`config.mk`:
```
export PLATFORM = sky130hd
export DESIGN_NAME = guvm_cache_responder
export DESIGN_NICKNAME = d
export VERILOG_FILES = /design/src/rtl/guvm_cache_responder.sv
export SDC_FILE = /design/constraint.sdc
export NUM_CORES = 2
export LEC_CHECK = 0
export BUFFER_PORTS_ARGS = -buffer_cell sky130_fd_sc_hd__buf_2
export CAP_MARGIN = 20
export CORE_AREA = 4 4 387 580
export CTS_BUF_LIST = sky130_fd_sc_hd__clkbuf_8
export CTS_CLUSTER_SIZE = 8
export DETAILED_ROUTE_END_ITERATION = 12
export DIE_AREA = 0 0 391 584
export PLACE_DENSITY = 0.73
export SYNTH_ARGS = -nofsm -noshare
export SYNTH_HDL_FRONTEND = slang
export SYNTH_SLANG_ARGS = --single-unit
```
`constraint.sdc`:
```
create_clock -name clk -period 5.27 [get_ports clk]
set_input_delay 0.527 -clock clk [delete_from_list [all_inputs] [get_ports clk]]
set_output_delay 0.527 -clock clk [all_outputs]
set_load 0.01 [all_outputs]
```
`src/rtl/guvm_cache_responder.sv`:
```
// Instruction/data cache response model for the core-level GUVM bench.
// Icache serves words from a driver-fed queue; dcache is a small word memory.
module guvm_cache_responder #(
    parameter int DATA_W        = 32,
    parameter int ADDR_W        = 32,
    parameter int IQ_DEPTH      = 16,
    parameter int DMEM_WORDS    = 64,
    parameter int EMPTY_TIMEOUT = 8,
    parameter logic [DATA_W-1:0] NOP_WORD = DATA_W'(32'h0100_0000)
) (
    input  logic                          clk,
    input  logic                          rst,
    input  logic                          inst_valid,
    output logic                          inst_ready,
    input  logic [DATA_W-1:0]             inst_data,
    input  logic [3:0]                    cfg_iwait,
    input  logic [3:0]                    cfg_dwait,
    input  logic                          ic_req,
    input  logic [ADDR_W-1:0]             ic_addr,
    output logic [DATA_W-1:0]             ic_data,
    output logic                          ic_hold,
    output logic [ADDR_W-1:0]             ic_resp_addr,
    output logic                          ic_underflow,
    input  logic                          dc_req,
    input  logic                          dc_we,
    input  logic [ADDR_W-1:0]             dc_addr,
    input  logic [DATA_W-1:0]             dc_wdata,
    output logic [DATA_W-1:0]             dc_data,
    output logic                          dc_hold,
    output logic                          dc_mexc,
    output logic                          dc_werr,
    output logic                          st_valid,
    output logic [ADDR_W-1:0]             st_addr,
    output logic [DATA_W-1:0]             st_data,
    output logic [$clog2(IQ_DEPTH):0]     iq_count
);

    localparam int PW = $clog2(IQ_DEPTH);
    localparam int CW = PW + 1;
    localparam int DW = $clog2(DMEM_WORDS);
    localparam int TW = $clog2(EMPTY_TIMEOUT + 1);

    typedef enum logic [1:0] {I_IDLE, I_WAIT, I_STARVE, I_RESP} istate_t;
    typedef enum logic [1:0] {D_IDLE, D_WAIT, D_RESP} dstate_t;

    // ---------------- instruction queue ----------------
    logic [DATA_W-1:0] iq_mem [IQ_DEPTH];
    logic [PW-1:0]     wptr, rptr;
    logic [CW-1:0]     cnt_q;
    logic              iq_full, iq_empty, push, pop;

    istate_t           ist, ist_n;
    logic              inop_q, inop_n;

    assign iq_full    = (cnt_q == CW'(IQ_DEPTH));
    assign iq_empty   = (cnt_q == '0);
    assign pop        = (ist == I_RESP) && !inop_q;
    // a pop frees a slot in the same cycle, so a full queue can still accept
    assign inst_ready = !iq_full || pop;
    assign push       = inst_valid && inst_ready;
    assign iq_count   = cnt_q;

    always_ff @(posedge clk) begin
        if (push) iq_mem[wptr] <= inst_data;
    end

    always_ff @(posedge clk) begin
        if (rst) begin
            wptr  <= '0;
            rptr  <= '0;
            cnt_q <= '0;
        end else begin
            if (push) wptr <= wptr + PW'(1);
            if (pop)  rptr <= rptr + PW'(1);
            unique case ({push, pop})
                2'b10:   cnt_q <= cnt_q + CW'(1);
                2'b01:   cnt_q <= cnt_q - CW'(1);
                default: cnt_q <= cnt_q;
            endcase
        end
    end

    // ---------------- icache FSM ----------------
    logic [3:0]        icnt, icnt_n;
    logic [TW-1:0]     itmr, itmr_n;
    logic [ADDR_W-1:0] iaddr_q, iaddr_n;
    logic [DATA_W-1:0] ic_word, ic_data_q;
    logic [ADDR_W-1:0] ic_raddr_q;

    assign ic_word = inop_q ? NOP_WORD : iq_mem[rptr];

    always_comb begin
        ist_n   = ist;
        icnt_n  = icnt;
        itmr_n  = itmr;
        inop_n  = inop_q;
        iaddr_n = iaddr_q;
        unique case (ist)
            I_IDLE: begin
                if (ic_req) begin
                    iaddr_n = ic_addr;
                    icnt_n  = cfg_iwait;
                    itmr_n  = '0;
                    inop_n  = 1'b0;
                    if (cfg_iwait != 4'd0) ist_n = I_WAIT;
                    else if (iq_empty)     ist_n = I_STARVE;
                    else                   ist_n = I_RESP;
                end
            end
            I_WAIT: begin
                icnt_n = icnt - 4'd1;
                if (icnt == 4'd1) ist_n = iq_empty ? I_STARVE : I_RESP;
            end
            I_STARVE: begin
                if (!iq_empty) begin
                    ist_n = I_RESP;
                end else if (itmr == TW'(EMPTY_TIMEOUT - 1)) begin
                    ist_n  = I_RESP;
                    inop_n = 1'b1;
                end else begin
                    itmr_n = itmr + TW'(1);
                end
            end
            I_RESP:  ist_n = I_IDLE;
            default: ist_n = I_IDLE;
        endcase
    end

    always_ff @(posedge clk) begin
        if (rst) begin
            ist        <= I_IDLE;
            icnt       <= '0;
            itmr       <= '0;
            inop_q     <= 1'b0;
            iaddr_q    <= '0;
            ic_data_q  <= '0;
            ic_raddr_q <= '0;
        end else begin
            ist     <= ist_n;
            icnt    <= icnt_n;
            itmr    <= itmr_n;
            inop_q  <= inop_n;
            iaddr_q <= iaddr_n;
            if (ist == I_RESP) begin
                ic_data_q  <= ic_word;
                ic_raddr_q <= iaddr_q;
            end
        end
    end

    assign ic_hold      = !((ist == I_WAIT) || (ist == I_STARVE));
    assign ic_data      = (ist == I_RESP) ? ic_word : ic_data_q;
    assign ic_resp_addr = (ist == I_RESP) ? iaddr_q : ic_raddr_q;
    assign ic_underflow = (ist == I_RESP) && inop_q;

    // ---------------- dcache FSM ----------------
    dstate_t           dst, dst_n;
    logic [3:0]        dcnt, dcnt_n;
    logic              dwe_q, dwe_n;
    logic [ADDR_W-1:0] daddr_q, daddr_n;
    logic [DATA_W-1:0] dwdata_q, dwdata_n;
    logic [DATA_W-1:0] dmem [DMEM_WORDS];
    logic [DW-1:0]     d_idx;
    logic              d_bad, in_dresp;
    logic [DATA_W-1:0] d_load, dc_data_q, st_data_q;
    logic [ADDR_W-1:0] st_addr_q;

    assign d_idx    = daddr_q[DW+1:2];
    assign d_bad    = (|daddr_q[1:0]) || (|daddr_q[ADDR_W-1:DW+2]);
    assign in_dresp = (dst == D_RESP);
    assign d_load   = d_bad ? '0 : dmem[d_idx];

    always_comb begin
        dst_n    = dst;
        dcnt_n   = dcnt;
        dwe_n    = dwe_q;
        daddr_n  = daddr_q;
        dwdata_n = dwdata_q;
        unique case (dst)
            D_IDLE: begin
                if (dc_req) begin
                    dwe_n    = dc_we;
                    daddr_n  = dc_addr;
                    dwdata_n = dc_wdata;
                    dcnt_n   = cfg_dwait;
                    dst_n    = (cfg_dwait != 4'd0) ? D_WAIT : D_RESP;
                end
            end
            D_WAIT: begin
                dcnt_n = dcnt - 4'd1;
                if (dcnt == 4'd1) dst_n = D_RESP;
            end
            D_RESP:  dst_n = D_IDLE;
            default: dst_n = D_IDLE;
        endcase
    end

    always_ff @(posedge clk) begin
        if (rst) begin
            dst       <= D_IDLE;
            dcnt      <= '0;
            dwe_q     <= 1'b0;
            daddr_q   <= '0;
            dwdata_q  <= '0;
            dc_data_q <= '0;
            st_addr_q <= '0;
            st_data_q <= '0;
        end else begin
            dst      <= dst_n;
            dcnt     <= dcnt_n;
            dwe_q    <= dwe_n;
            daddr_q  <= daddr_n;
            dwdata_q <= dwdata_n;
            if (in_dresp && !dwe_q) dc_data_q <= d_load;
            if (st_valid) begin
                st_addr_q <= daddr_q;
                st_data_q <= dwdata_q;
            end
        end
    end

    always_ff @(posedge clk) begin
        if (rst) begin
            for (int i = 0; i < DMEM_WORDS; i++) dmem[i] <= '0;
        end else if (st_valid) begin
            dmem[d_idx] <= dwdata_q;
        end
    end

    assign dc_hold  = (dst != D_WAIT);
    assign dc_mexc  = in_dresp && !dwe_q && d_bad;
    assign dc_werr  = in_dresp && dwe_q && d_bad;
    assign st_valid = in_dresp && dwe_q && !d_bad;
    assign dc_data  = (in_dresp && !dwe_q) ? d_load : dc_data_q;
    assign st_addr  = st_valid ? daddr_q : st_addr_q;
    assign st_data  = st_valid ? dwdata_q : st_data_q;

endmodule

```
# == After elaboration in Yosys (flattened, before gate mapping) ==
# Memory sizes are Yosys's and may differ from the RTL's. A register that Yosys moved wholly into a read port is not among the register bits.
# Cells that the tools add are included.
# Widths: inputs -> output; s select.
# word_totals
inputBits,142
memories,2
elab_cells,128
register_bits,287
output_inout_bits,172
ramBits,2560
# op_classes
n_eq_ne,20
n_addsub,7
n_reduce_logical,36
n_mux,45
# mem_list
memory,depth,width,rd,rd_clocked_by_memory_dff,write_ports,line,source
dmem,64,32,1,1,64,162,logic [DATA_W-1:0] dmem [DMEM_WORDS];
iq_mem,16,32,1,1,1,47,logic [DATA_W-1:0] iq_mem [IQ_DEPTH];
# ops
op,count
$mux 32,8
$reduce_or 32->1,1
$mux 4,7
$pmux 4 s2,3
$reduce_or 24->1,1
$mux 6,3
$mux 2,8
$ne 2x2->1 const B,7
$add 4x1->4 const B,3
$mux 1,12
$pmux 5 s2,1
$reduce_and 2->1,5
$eq 2x2->1 const B,4
$eq 4x1->1 const B,2
$logic_and 1x1->1,8
$pmux 2 s4,1
$reduce_and 4->1,2
$reduce_bool 2->1,4
$reduce_bool 4->1,2
$sub 4x1->4 const B,2
$eq 2x1->1 const B,3
$add 5x1->5 const B,1
$eq 5x5->1 const B,1
$logic_not 1->1,5
11 further kinds,14

# == Logic depth before layout (Yosys ltp) ==
# logic_depth
ltp_word,9
mapped_depth,11
mapped_depth_nobuf,10

# == Worst setup path before layout ==
# OpenSTA, ideal clock, no wires.
# synth_path
path_kind,register -> register
startpoint,register ist[0]
endpoint,memory iq_mem[3][0] (enable)
path_slack_ps,1152
arrival_ps,3657
path_buffers,0
synth_period_minus_slack_ps,4118
stages_incl_launch_ff,6
path_cell_list,dfxtp_1 > ha_1 > nand2b_2 > a31oi_1 > nand2_1 > nor3_1
# synth_via
elab_chain_cells,6
# synth_rtl
element,line,source
from (decl),52,"istate_t ist, ist_n;"
from (signal assigned),139,ist <= ist_n;
$eq 2x2->1,57,assign pop = (ist == I_RESP) && !inop_q;
$logic_and 1x1->1,57,
$logic_or 1x1->1,59,assign inst_ready = !iq_full || pop;
$logic_and 1x1->1,60,assign push = inst_valid && inst_ready;
$mux 1,64,if (push) iq_mem[wptr] <= inst_data;
$mux 1 (not written as such),64,
to (decl),47,
# Every way passes these cells.

==> reports/results.txt <==
run status - finished clean
worst r2r src - daddr_q[25]
Setup TNS Final - 0 ns
critical path data required time - 4.74 ns
Yosys warning total - 0
quantity of I/O buffers inserted on ports - 313
flip-flop count of the largest register after layout - 2,048
latest clock arrival within the worst-skew pair - 1.03 ns
Worst Path Class, Setup - flop to output pin
final net count - 8,979
Compound-Gate Fraction of Synth Area - 0.0391
end-of-flow core utilization - 0.628
fraction of post-synthesis cell area in the top cell type by area - 0.617
Synth Area in Simple Gates - 0.141
GRT Overall Usage - 0.317
parity-gate share of the synthesized area counting xor and xnor cells - 0.000844
register bank with the most flops - dmem
timing endpoint of the critical path - dc_data[4]
Final min period - 5.02 ns
number of DRC violations after detailed routing - 0
cell accounting for the most synthesized area - edfxtp_1
Synth Net Count - 8,579
Crit. End Element - output pin
first-pass GRT wire length - 524,000 um
adder-cell share of the synthesized area - 0.00187
most common flop cell mapped by yosys - edfxtp_1
Max transition margin - 0.238
critical path, cell by cell - buf_12, buf_4, buf_4, mux4_2, a22oi_1, and4_1, o211ai_1, buf_2
1st-pass router iterations - 9
overall power after layout - 46.4 mW
kind of start point of the critical path - flop
largest family of logic cells by synthesized area - simple AND/OR/NAND/NOR gates
final cell area excluding filler cells - 138,000 um2
pwr/cell area - 336 nW/um2
placement-stage cell area - 129,000 um2
total die area - 228,000 um2
peak fanout along the critical path - 17
most frequent cells after synthesis - edfxtp_1, and2_1, clkbuf_1, mux4_2, mux2i_1
worst setup margin - 0.252 ns
register-to-register setup slack - 1.20 ns
main area contributors after synthesis - edfxtp_1, and2_1, mux4_2
most common cell in the synthesized netlist - edfxtp_1
Worst-Margin Slew - 1.13 ns
setup repair after global routing missed its margin - no
drt first-iter violations - 7,953
worst-case setup slack after placement - 1.12 ns
Std-Cell Core Area - 220,000 um2
Final Max Tran Viols - 0
endpoints failing hold - 0
H-Tree Depth - 5
die outline height - 584 um
detail-routed via count per cell - 6.25
part of the Yosys area used for sequential elements - 0.665
fmax - 199 MHz
Die Span X - 391 um
number of setup violations in the final report - 0
number of flops mapped to enable cells by yosys - 2,560
Mapped Cells - 8,419
library cell appearing most often on the critical path - buf_4
via count of the first global-routing pass - 77,977
Worst path slowest cell - dfxtp_4
mean cell area of the mapped netlist - 14.8 um2
count of maximum capacitance violations - 0
average detailed-routed wire length per instance - 30.5 um
reg2reg end - dmem[9][23]
Longest Clk Path Bufs - 4
GRT Residual Overflow - 0
number of clock sinks seen by CTS - 2,857
buffer type at the clock tree root - clkbuf_8
non-filler cells in the finished layout - 11,984
final wirelength - 365,000 um
maximum vdd ir drop - 0.000279 V
number of ports placed on the die boundary - 314
flop and latch count out of synthesis - 2,857
Final GP Congestion - 0.885
area of the mapped netlist - 125,000 um2
cell depth of the worst flop-to-flop path - 5
clock transition at the registers of the reported paths - 0.06 ns
largest net degree at the start of global routing - 91
placement row count - 211
area growth from synthesis to layout - 10.8%
post-synthesis cell type count - 69
half-perimeter wire length after placement - 215,000 um
longest individual stage delay on the worst path - 0.79 ns
vias after detailed routing - 74,921
final hold slack - 0.285 ns
Data arrival, critical path - 4.49 ns
CTS tree - built
Hold Crit Class - input pin to flop
mux cell area share after synthesis - 0.124
top flop regs - dmem (2048), iq_mem (512)
Leakage - 49.5 nW
Inst Count DP - 11,121
remaining number of nets flagged by the antenna check after routing - 0
fraction of layout cells with a size suffix above 1 - 0.208
maximum clock skew at final layout - 0.108 ns
fraction of synthesis flops using an asynchronous set or reset pin - 0
antenna violations before repair - 29
Initial Utilization - 0.567
number of CTS-inserted buffers - 423
portion of the clock cycle consumed by the worst path in the final layout - 0.952
-- worst max-delay path, delay by kind of cell (launching register included) --
| family | cells | cell delay (ns) |
|---|---|---|
| AO/OA/AOI/OAI | 2 | 0.67 |
| multiplexers | 1 | 0.58 |
| buffers and inverters | 4 | 0.92 |
| flip-flops | 1 | 0.79 |
| AND/OR/NAND/NOR | 1 | 0.46 |
-- worst min path at each step --
| stage | start | endpoint | slack (ns) | depth (start not counted) |
|---|---|---|---|---|
| CTS | dc_wdata[6] | dwdata_q[6] | 0.23 | 4 |
| global route | dc_wdata[16] | dwdata_q[16] | 0.27 | 4 |
| finish | dc_wdata[21] | dwdata_q[21] | 0.28 | 4 |
| global placement | st_addr_q[30] | st_addr_q[30] | 0.43 | 1 |
| floorplan | st_addr_q[0] | st_addr_q[0] | 0.42 | 1 |
| detailed placement | st_addr_q[23] | st_addr_q[23] | 0.44 | 1 |
-- per-layer routing --
layer / vias to the layer above / part of all wire / track usage / wire (um)
li1: 31538 / - / - / -
met1: 37886 / 0.32 / 0.356 / 118000
met2: 4298 / 0.49 / 0.533 / 180000
met3: 1195 / 0.089 / 0.0617 / 32600
met4: 4 / 0.094 / 0.248 / 34300
met5: - / 0.000068 / 0 / 25
-- where the power goes --
part	internal, mW	leakage (nW)	total, mW	switching (mW)
Combinational	1.54	16.9	4.60	3.06
Clock	7.81	4.49	16.1	8.29
Sequential	25.4	28.2	25.7	0.340
-- what timing repair did --
action	in CTS	in global routing
endpoints found under the hold margin	646	0
resized for setup	0	1
setup buffers	0	1
hold buffers	143	0
endpoints found under the setup margin	0	28
-- placed cells by master, fill, tap and decap left out, types with 34 or more instances in the layout --
cell type         n
mux2i_1         387
edfxtp_1       2560
dfxtp_2          34
nand3_1          74
buf_12           34
o22ai_1          66
or2_2            65
o31ai_1          65
mux4_2          408
dlygate4sd3_1   143
a21oi_1         178
nor2_2           58
mux2_2          198
nor2_1           83
and2_1         2076
clkbuf_8        447
nand2_1         381
a22oi_1         193
inv_1           267
buf_2           314
a22o_1           64
dfxtp_1         259
nor2b_1         134
o21ai_0          44
buf_4           251
-- cell type report --
cell class | instances | area, um2
fillers | 15744 | 81700
well taps | 2875 | 3600
clock inverters | 252 | 1060
multi-input cells | 4741 | 38500
flip-flops and latches | 2857 | 82900
clock buffers | 447 | 6150
inverters | 50 | 188
diodes | 16 | 40.0
repair buffers | 746 | 5610
-- kinds of logic after synthesis --
group	count (synthesis)
compound gates	722
xor+xnor	12
fa+ha+maj	18
buf+inv	821
flops	2857
mux	1001
simple gates	2988
No activity file was read; power rests on OpenSTA's default activity.
